$ cat src/rtl/arm_pkg.sv
// Shared word-level types for the fetch/decode boundary.
// An IF/ID entry is one {PC, instruction} pair as handed from fetch to decode.
package arm_pkg;

  localparam int WORD_W        = 32;
  localparam int IF_ID_ENTRY_W = 2 * WORD_W;
  localparam logic [WORD_W-1:0] NOP_INSTR = 32'h0000_0000;

  typedef struct packed {
    logic [WORD_W-1:0] pc;
    logic [WORD_W-1:0] instr;
  } if_id_entry_t;

  function automatic if_id_entry_t pack_entry(input logic [WORD_W-1:0] pc,
                                              input logic [WORD_W-1:0] instr);
    if_id_entry_t e;
    e.pc    = pc;
    e.instr = instr;
    return e;
  endfunction

endpackage

$ cat src/rtl/if_id_queue_if.sv
// Fetch/decode boundary bundle: IF word + flush in, freeze back to IF, head entry out to ID.
// master = pipeline side driving fetch words and id_ready; slave = the queue.
interface if_id_queue_if
  import arm_pkg::*;
#(
  parameter int AW = 2
);

  logic [WORD_W-1:0] PC_in;
  logic [WORD_W-1:0] Instruction_in;
  logic              Branch_taken;
  logic              freeze;
  logic              id_ready;
  logic              valid;
  logic [WORD_W-1:0] PC;
  logic [WORD_W-1:0] Instruction;
  logic [AW:0]       count;

  modport master (
    output PC_in, Instruction_in, Branch_taken, id_ready,
    input  freeze, valid, PC, Instruction, count
  );

  modport slave (
    input  PC_in, Instruction_in, Branch_taken, id_ready,
    output freeze, valid, PC, Instruction, count
  );

endinterface

$ cat src/rtl/if_id_queue_mem.sv
// DEPTH x entry register file, one synchronous write port and one asynchronous read port.
// Storage is never reset; the owning queue's count decides which slots are meaningful.
module if_id_queue_mem
  import arm_pkg::*;
#(
  parameter int DEPTH = 4,
  parameter int AW    = 2
) (
  input  logic                     clk_i,
  input  logic                     we_i,
  input  logic [AW-1:0]            waddr_i,
  input  logic [IF_ID_ENTRY_W-1:0] wdata_i,
  input  logic [AW-1:0]            raddr_i,
  output logic [IF_ID_ENTRY_W-1:0] rdata_o
);

  logic [IF_ID_ENTRY_W-1:0] mem_q [DEPTH];

  always_ff @(posedge clk_i) begin
    if (we_i) begin
      mem_q[waddr_i] <= wdata_i;
    end
  end

  assign rdata_o = mem_q[raddr_i];

endmodule

$ cat src/rtl/if_id_queue.sv
// IF/ID decoupling queue: DEPTH entries, 1-cycle fill latency, freeze to IF when full, flush on Branch_taken.
// Optional zero-latency empty-queue bypass when IF_ID_QUEUE_BYPASS_EN is defined.
module if_id_queue
  import arm_pkg::*;
#(
  parameter int DEPTH = 4,
  parameter int AW    = 2
) (
  input  logic          clk,
  input  logic          rst,
  if_id_queue_if.slave  q_if
);

  localparam logic [AW:0]   FULL_CNT = (AW+1)'(DEPTH);
  localparam logic [AW:0]   CNT_ONE  = {{AW{1'b0}}, 1'b1};
  localparam logic [AW-1:0] PTR_ONE  = {{(AW-1){1'b0}}, 1'b1};

  logic [AW-1:0] wr_ptr_q, wr_ptr_d;
  logic [AW-1:0] rd_ptr_q, rd_ptr_d;
  logic [AW:0]   count_q,  count_d;

  logic         flush, empty, full, freeze;
  logic         enq, wr_en, deq;
  logic         byp_vld, byp_take;
  if_id_entry_t wr_entry, rd_entry;

  assign flush  = q_if.Branch_taken;
  assign empty  = (count_q == '0);
  assign full   = (count_q == FULL_CNT);
  // Built from registered count only, so freeze never depends on id_ready.
  assign freeze = full & ~flush;
  assign enq    = ~freeze & ~flush;
  assign deq    = ~empty & q_if.id_ready & ~flush;

`ifdef IF_ID_QUEUE_BYPASS_EN
  assign byp_vld  = empty & ~flush & ~freeze & ~rst;
  assign byp_take = byp_vld & q_if.id_ready;
`else
  assign byp_vld  = 1'b0;
  assign byp_take = 1'b0;
`endif

  // A bypassed word consumed by ID this cycle must not also land in storage.
  assign wr_en    = enq & ~byp_take;
  assign wr_entry = pack_entry(q_if.PC_in, q_if.Instruction_in);

  if_id_queue_mem #(
    .DEPTH (DEPTH),
    .AW    (AW)
  ) u_mem (
    .clk_i   (clk),
    .we_i    (wr_en),
    .waddr_i (wr_ptr_q),
    .wdata_i (wr_entry),
    .raddr_i (rd_ptr_q),
    .rdata_o (rd_entry)
  );

  always_comb begin
    wr_ptr_d = wr_ptr_q;
    rd_ptr_d = rd_ptr_q;
    count_d  = count_q;
    if (flush) begin
      wr_ptr_d = '0;
      rd_ptr_d = '0;
      count_d  = '0;
    end else begin
      if (wr_en) wr_ptr_d = wr_ptr_q + PTR_ONE;
      if (deq)   rd_ptr_d = rd_ptr_q + PTR_ONE;
      unique case ({wr_en, deq})
        2'b10:   count_d = count_q + CNT_ONE;
        2'b01:   count_d = count_q - CNT_ONE;
        default: count_d = count_q;
      endcase
    end
  end

  always_ff @(posedge clk or posedge rst) begin
    if (rst) begin
      wr_ptr_q <= '0;
      rd_ptr_q <= '0;
      count_q  <= '0;
    end else begin
      wr_ptr_q <= wr_ptr_d;
      rd_ptr_q <= rd_ptr_d;
      count_q  <= count_d;
    end
  end

  always_comb begin
    q_if.valid       = 1'b0;
    q_if.PC          = '0;
    q_if.Instruction = NOP_INSTR;
    if (byp_vld) begin
      q_if.valid       = 1'b1;
      q_if.PC          = q_if.PC_in;
      q_if.Instruction = q_if.Instruction_in;
    end else if (!empty) begin
      q_if.valid       = 1'b1;
      q_if.PC          = rd_entry.pc;
      q_if.Instruction = rd_entry.instr;
    end
  end

  assign q_if.freeze = freeze;
  assign q_if.count  = count_q;

endmodule
$ cat src/flat_wrapper.sv
// flat-port wrapper written by rule: the top's interface ports become plain ports
module if_id_queue_flat import arm_pkg::*;
#(
  parameter int DEPTH = 4,
  parameter int AW    = 2
)
  (clk, rst, q_if_PC_in, q_if_Instruction_in, q_if_Branch_taken, q_if_id_ready, q_if_freeze, q_if_valid, q_if_PC, q_if_Instruction, q_if_count);
  if_id_queue_if #(.AW(AW)) q_if_i ();
  input  logic clk;
  input  logic rst;
  input wire logic [$bits(q_if_i.PC_in)-1:0] q_if_PC_in;
  input wire logic [$bits(q_if_i.Instruction_in)-1:0] q_if_Instruction_in;
  input wire logic [$bits(q_if_i.Branch_taken)-1:0] q_if_Branch_taken;
  input wire logic [$bits(q_if_i.id_ready)-1:0] q_if_id_ready;
  output wire logic [$bits(q_if_i.freeze)-1:0] q_if_freeze;
  output wire logic [$bits(q_if_i.valid)-1:0] q_if_valid;
  output wire logic [$bits(q_if_i.PC)-1:0] q_if_PC;
  output wire logic [$bits(q_if_i.Instruction)-1:0] q_if_Instruction;
  output wire logic [$bits(q_if_i.count)-1:0] q_if_count;
  assign q_if_i.PC_in = q_if_PC_in;
  assign q_if_i.Instruction_in = q_if_Instruction_in;
  assign q_if_i.Branch_taken = q_if_Branch_taken;
  assign q_if_i.id_ready = q_if_id_ready;
  assign q_if_freeze = q_if_i.freeze;
  assign q_if_valid = q_if_i.valid;
  assign q_if_PC = q_if_i.PC;
  assign q_if_Instruction = q_if_i.Instruction;
  assign q_if_count = q_if_i.count;
  if_id_queue #(.DEPTH(DEPTH), .AW(AW)) u_core (.clk(clk), .rst(rst), .q_if(q_if_i));
endmodule
$ cat config.mk
export PLATFORM = sky130hd
export DESIGN_NAME = if_id_queue_flat
export DESIGN_NICKNAME = d
export VERILOG_FILES = /design/src/rtl/arm_pkg.sv /design/src/rtl/if_id_queue_if.sv /design/src/rtl/if_id_queue_mem.sv /design/src/rtl/if_id_queue.sv /design/src/flat_wrapper.sv
export SDC_FILE = /design/constraint.sdc
export NUM_CORES = 1
export LEC_CHECK = 0
export CORE_MARGIN = 3
export CORE_UTILIZATION = 50
export DETAILED_ROUTE_END_ITERATION = 7
export PLACE_DENSITY = 0.72
export SLEW_MARGIN = 20
export SYNTH_ARGS = -nofsm -noshare
export SYNTH_HDL_FRONTEND = slang
export SYNTH_SLANG_ARGS = --single-unit
$ cat constraint.sdc
create_clock -name clk -period 3.9 [get_ports clk]
set_input_delay 0.39 -clock clk [delete_from_list [all_inputs] [get_ports clk]]
set_output_delay 0.39 -clock clk [all_outputs]
set_load 0.005 [all_outputs]
# Yosys cells after proc, flatten, opt, wreduce, memory -nomap -nowiden
# Memories as Yosys holds them, arrays and structs flattened.
# Cells that the tools add are included.
totals:
  out_inout_bits: 69
  wordCells: 33
  mem_bits_rw: 256
  in_bits: 68
  mem_count: 1
  regBits: 7
classes:
  eq_ne: 3
  n_reduce_logical: 4
  bitwise_logic: 7
  mux: 11
  n_addsub: 4
memory_table:
  columns: ["memory", "depth", "width", "read_ports", "rd_clocked_by_memory_dff", "wr", "line_no", "text"]
  rows:
  - ["u_core.u_mem.mem_q", 4, 64, 1, 0, 1, "if_id_queue_mem.sv:17", "logic [IF_ID_ENTRY_W-1:0] mem_q [DEPTH];"]
op_table:
  columns: ["operator", "n"]
  rows:
  - ["$mux W32", 2]
  - ["$mux W2", 4]
  - ["$pmux W3 S2", 1]
  - ["$add A2 B1 Y2 const B", 2]
  - ["$and A1 B1 Y1", 4]
  - ["$reduce_bool A2 Y1", 2]
  - ["$add A3 B1 Y3 const B", 1]
  - ["$eq A3 B3 Y1 const B", 1]
  - ["$logic_not A3 Y1", 1]
  - ["$mux W1", 3]
  - ["$mux W3", 1]
  - ["$not A1 Y1", 3]
  - ["$reduce_bool A3 Y1", 1]
  - ["$sub A3 B1 Y3 const B", 1]
  - ["$eq A2 B1 Y1 const B", 1]
  - ["$eq A2 B2 Y1 const B", 1]

# Logic depth before layout (Yosys ltp)
depth:
  ltp_word: 7
  depth_mapped: 8
  depth_no_buf: 7

# Modules after synthesis
# From an unflattened synthesis, not the netlist that was laid out.
unflattened:
  hier_cells: 452
  hier_area_um2: 10197.3
by_module_without_submodules:
  columns: ["module", "seq_area_each_um2", "area_per_inst_um2", "cells_each", "n_inst"]
  rows:
  - ["if_id_queue_mem", 7687.4, 9341.5, 338, 1]
  - ["if_id_queue", 175.2, 855.8, 114, 1]

# Worst setup path before layout
# OpenSTA, ideal clock, no wires.
synth_timing:
  kind: "flip-flop to flip-flop"
  startpoint: "reg u_core.count_q[0], in the netlist u_core.q_if.count[0]"
  endpoint: "mem u_core.u_mem.mem_q[0][0] in the netlist's numbering (enable)"
  n_path_buf: 1
  setup_time_ps: 429
  t_required_ps: 3471
  arrival_ps: 2364
  setup_slack_ps: 1107
  period_less_slack_ps: 2793
  path_stages_with_launch: 5
  path_cell_list: "dfrtp_1 > buf_2 > nor3b_1 > nor2_1 > and2_1"
synth_via:
  elab_chain_cells: 6
synth_rtl:
  columns: ["element", "line_no", "text"]
  rows:
  - ["start: declaration", "if_id_queue.sv:20", "logic [AW:0] count_q, count_d;"]
  - ["start signal: assignment", "if_id_queue.sv:86", "count_q <= count_d;"]
  - ["$eq A3 B3 Y1", "if_id_queue.sv:29", "assign full = (count_q == FULL_CNT);"]
  - ["$and A1 B1 Y1", "if_id_queue.sv:31", "assign freeze = full & ~flush;"]
  - ["$not A1 Y1", "if_id_queue.sv:32", "assign enq = ~freeze & ~flush;"]
  - ["$and A1 B1 Y1", "if_id_queue.sv:32", null]
  - ["$mux W1", "if_id_queue_mem.sv:20", "if (we_i) begin"]
  - ["$mux W1 (not written as such)", "if_id_queue_mem.sv:21", "mem_q[waddr_i] <= wdata_i;"]
  - ["end: declaration", "if_id_queue_mem.sv:17", null]
# No other way between the ends.

# Worst setup path in the final report
layout_timing:
  startpoint: "reg u_core.rd_ptr_q[1]"
  endpoint: "out q_if_Instruction[19]"
layout_via:
  elab_chain_cells: 2
layout_rtl:
  columns: ["element", "line_no", "text"]
  rows:
  - ["start: declaration", "if_id_queue.sv:19", "logic [AW-1:0] rd_ptr_q, rd_ptr_d;"]
  - ["start signal: assignment", "if_id_queue.sv:85", "rd_ptr_q <= rd_ptr_d;"]
  - ["$mem_v2 Z4 W64", null, null]
  - ["$mux W32", "if_id_queue.sv:98", "end else if (!empty) begin"]
  - ["end: declaration", "flat_wrapper.sv:18", "output wire logic [$bits(q_if_i.Instruction)-1:0] q_if_Instruction;"]
# No other way between the ends.

==> qor.yml <==
status: "completed"
post_drt_via_cell_ratio: 5.37
power.internal_mw: 5.48
grt_overflow: 0
post_cts_buffers: 0
cp-end-kind: "output port"
ys_ff_latch: 263
maxCapViolCount: 0
clock_path_buffers: 3
arrival_ns: 2.73
syn_area_per_cell_sq_um: 22.1
p_sw_mw: 1.55
synth_fp_nets: 531
stdcell_count: 887
rows: 51
initial_core_util: 0.514
p_clk_frac: 0.345
coreArea_sq_um: 19700
first_pass_iters: 4
yosysTopAreaCell: "edfxtp_1"
clock-sinks: 263
crit_type: "register to output port"
crit_family: "flip-flops"
dieHeight_microns: 148
gp_congestion: 0.697
grt_pass1_wl_microns: 29500
setup.worst_path.start_class: "register"
tightest_slew_ns: 1.02
root_buffer: "clkbuf_16"
dp_hpwl_microns: 10500
cts.repair.resized: 0
total_power_mw: 7.03
combPwrFrac: 0.167
period_needed_ns: 3.12
fin_setup_tns_ns: 0
numCtsBuffers: 26
synth_edf_count: 256
power.density_nw_per_um2: 557
ant_nets: 0
hold_class: "input pin to asynchronous set/reset pin"
nFillCells: 1335
ys_seq_area_frac: 0.775
fp.dieArea_sq_um: 22000
h-tree-depth: 1
slowest_stage: "dfrtp_4"
leakagePower_nw: 4.05
setup_viol: 0
synth_flop_cell: "edfxtp_1"
synth_most_common_cell: "edfxtp_1"
synthesis.area_sq_um: 10100
vdd_drop_max_mv: 0.368
wl_met2_microns: 9920
wire_per_inst_microns: 20.8
cts_hold_buf: 0
path_clk_slew_ns: 0.06
relSlewSlack: 0.318
grt_pass1_vias: 5323
cpPeakStageDelay_ns: 0.96
fmax_mhz: 321
ys_types: 28
finish.net_count: 675
die_x_microns: 148
grt_max_degree: 66
rsz0062_at_grt: "no"
finalClockSkew_ns: 0.0105
tritoncts: "built"
area_delta_synth_final_pct: 24.4
clock_latency_ns: 0.51
drt-met1-wl_microns: 7350
whs_ns: 0.109
yosys_warnings: 0
wl_met3_microns: 913
grtUsageTotal: 0.172
drt_iter0_markers: 289
netlist_top_cells_area: "edfxtp_1 (76%), mux4_2 (14%), and2_1 (4.3%), dfrtp_1 (1.7%), buf_6 (0.67%)"
async_flop_share: 0.0266
slew_viol_final: 0
cp_cell_sequence: "buf_4 -> mux4_2 -> and2_1 -> clkdlybuf4s50_1"
yosys.area.top_type_share: 0.758
hold_violations: 0
vias: 4767
ioPinCount: 137
dp_cells: 839
wl_microns: 18400
antennaDiodeCount: 0
period_share: 0.800
crit_fanout: 51
p_seq_frac: 0.487
synth_cells: 458
port_buffers: 136
drive_gt1_frac: 0.195
swShare: 0.221
path_buf_inv: 2
antenna_found_initial: 0
ys_top_cells_by_count: "edfxtp_1 (256), and2_1 (69), mux4_2 (64)"
cp.required_ns: 3.51
top_layer: "met4"
drcViolationCount: 0
-- sequential cells by signal, summed over array words and instances, names as in the netlist --
| register | flops |
|---|---|
| u_core.u_mem.mem_q | 256 |
| u_core.wr_ptr_q | 2 |
| u_core.rd_ptr_q | 2 |
| u_core.q_if.count | 3 |
-- per-stage QoR --
step           worst slack [ns]   util  instance area, sq um
2_1_floorplan              1.11      -                 10100
5_1_grt                   0.636  0.640                 12600
6_report                  0.782  0.640                 12600
3_5_place_dp               1.12  0.596                 11800
3_3_place_gp               1.19  0.596                 11800
4_1_cts                   0.576  0.640                 12600
-- cell families after synthesis --
| family | synth area share |
|---|---|
| multiplexers | 0.142 |
| XOR/XNOR | 0.00259 |
| AO/OA/AOI/OAI | 0.00666 |
| AND/OR/NAND/NOR | 0.0502 |
| flip-flops | 0.775 |
| buffers and inverters | 0.0164 |
| adder cells (fa/ha/maj) | 0.00691 |
-- cells in the final DEF, fill, tap and decap left out, types with 3 or more instances in the layout --
cell and count:
edfxtp_1 256, clkdlybuf4s50_1 136, and2_1 65, mux4_2 64
clkbuf_16 27, clkinv_2 7, nor2_1 6, clkbuf_8 6
dfrtp_1 5, a21oi_1 4, inv_1 4, and2_4 4
ha_1 4, buf_4 4, clkbuf_1 3
-- cell type report --
cell class	count	area [sq um]	share of cell area
Clock buffer	36	769	0.0610
Clock inverter	12	92.6	0.00734
Inverter	4	15.0	0.00119
Multi-Input combinational cell	166	2130	0.169
Sequential cell	263	7870	0.624
Tap cell	265	332	0.0263
Timing Repair Buffer	141	1410	0.112
-- worst reg2reg max path, cell delays in order (launching register included) --
cell	delay, ns
dfrtp_1	0.56
nor3b_1	0.16
nor2_1	0.28
and2_4	0.87
-- power groups by stage --
stage | registers, mW | clock network, mW | logic (mW)
5_1_grt | 3.45 | 2.60 | 1.28
2_1_floorplan | 3.44 | 0 | 0.652
4_1_cts | 3.43 | 2.48 | 1.21
3_5_place_dp | 3.49 | 0 | 1.21
3_3_place_gp | 3.47 | 0 | 1.19
6_report | 3.43 | 2.43 | 1.18
-- path summary, 6_finish.rpt --
check	from	endpoint	slack (ns)	cells past startpoint
setup / recovery	u_core.rd_ptr_q[1]$_DFFE_PP0P_	q_if_Instruction[19]	0.78	4
hold reg to reg	u_core.wr_ptr_q[1]$_DFFE_PP0P_	u_core.wr_ptr_q[1]$_DFFE_PP0P_	0.60	1
min in group clk	q_if_Instruction_in[8]	u_core.u_mem.mem_q[2][8]$_DFFE_PP_	0.52	1
setup reg to reg	u_core.q_if.count[1]$_DFFE_PP0P_	u_core.u_mem.mem_q[3][21]$_DFFE_PP_	1.59	3
max in group asynchronous	rst	u_core.rd_ptr_q[1]$_DFFE_PP0P_	3.54	2
hold / removal	rst	u_core.q_if.count[0]$_DFFE_PP0P_	0.11	2
-- routing by layer --
| layer | track usage | vias to the layer above |
|---|---|---|
| li1 | - | 2145 |
| met1 | 0.220 | 2468 |
| met2 | 0.309 | 129 |
| met3 | 0.0308 | 25 |
| met4 | 0.0402 | 0 |
| met5 | 0 | - |
No activity file was read; power rests on OpenSTA's default activity.
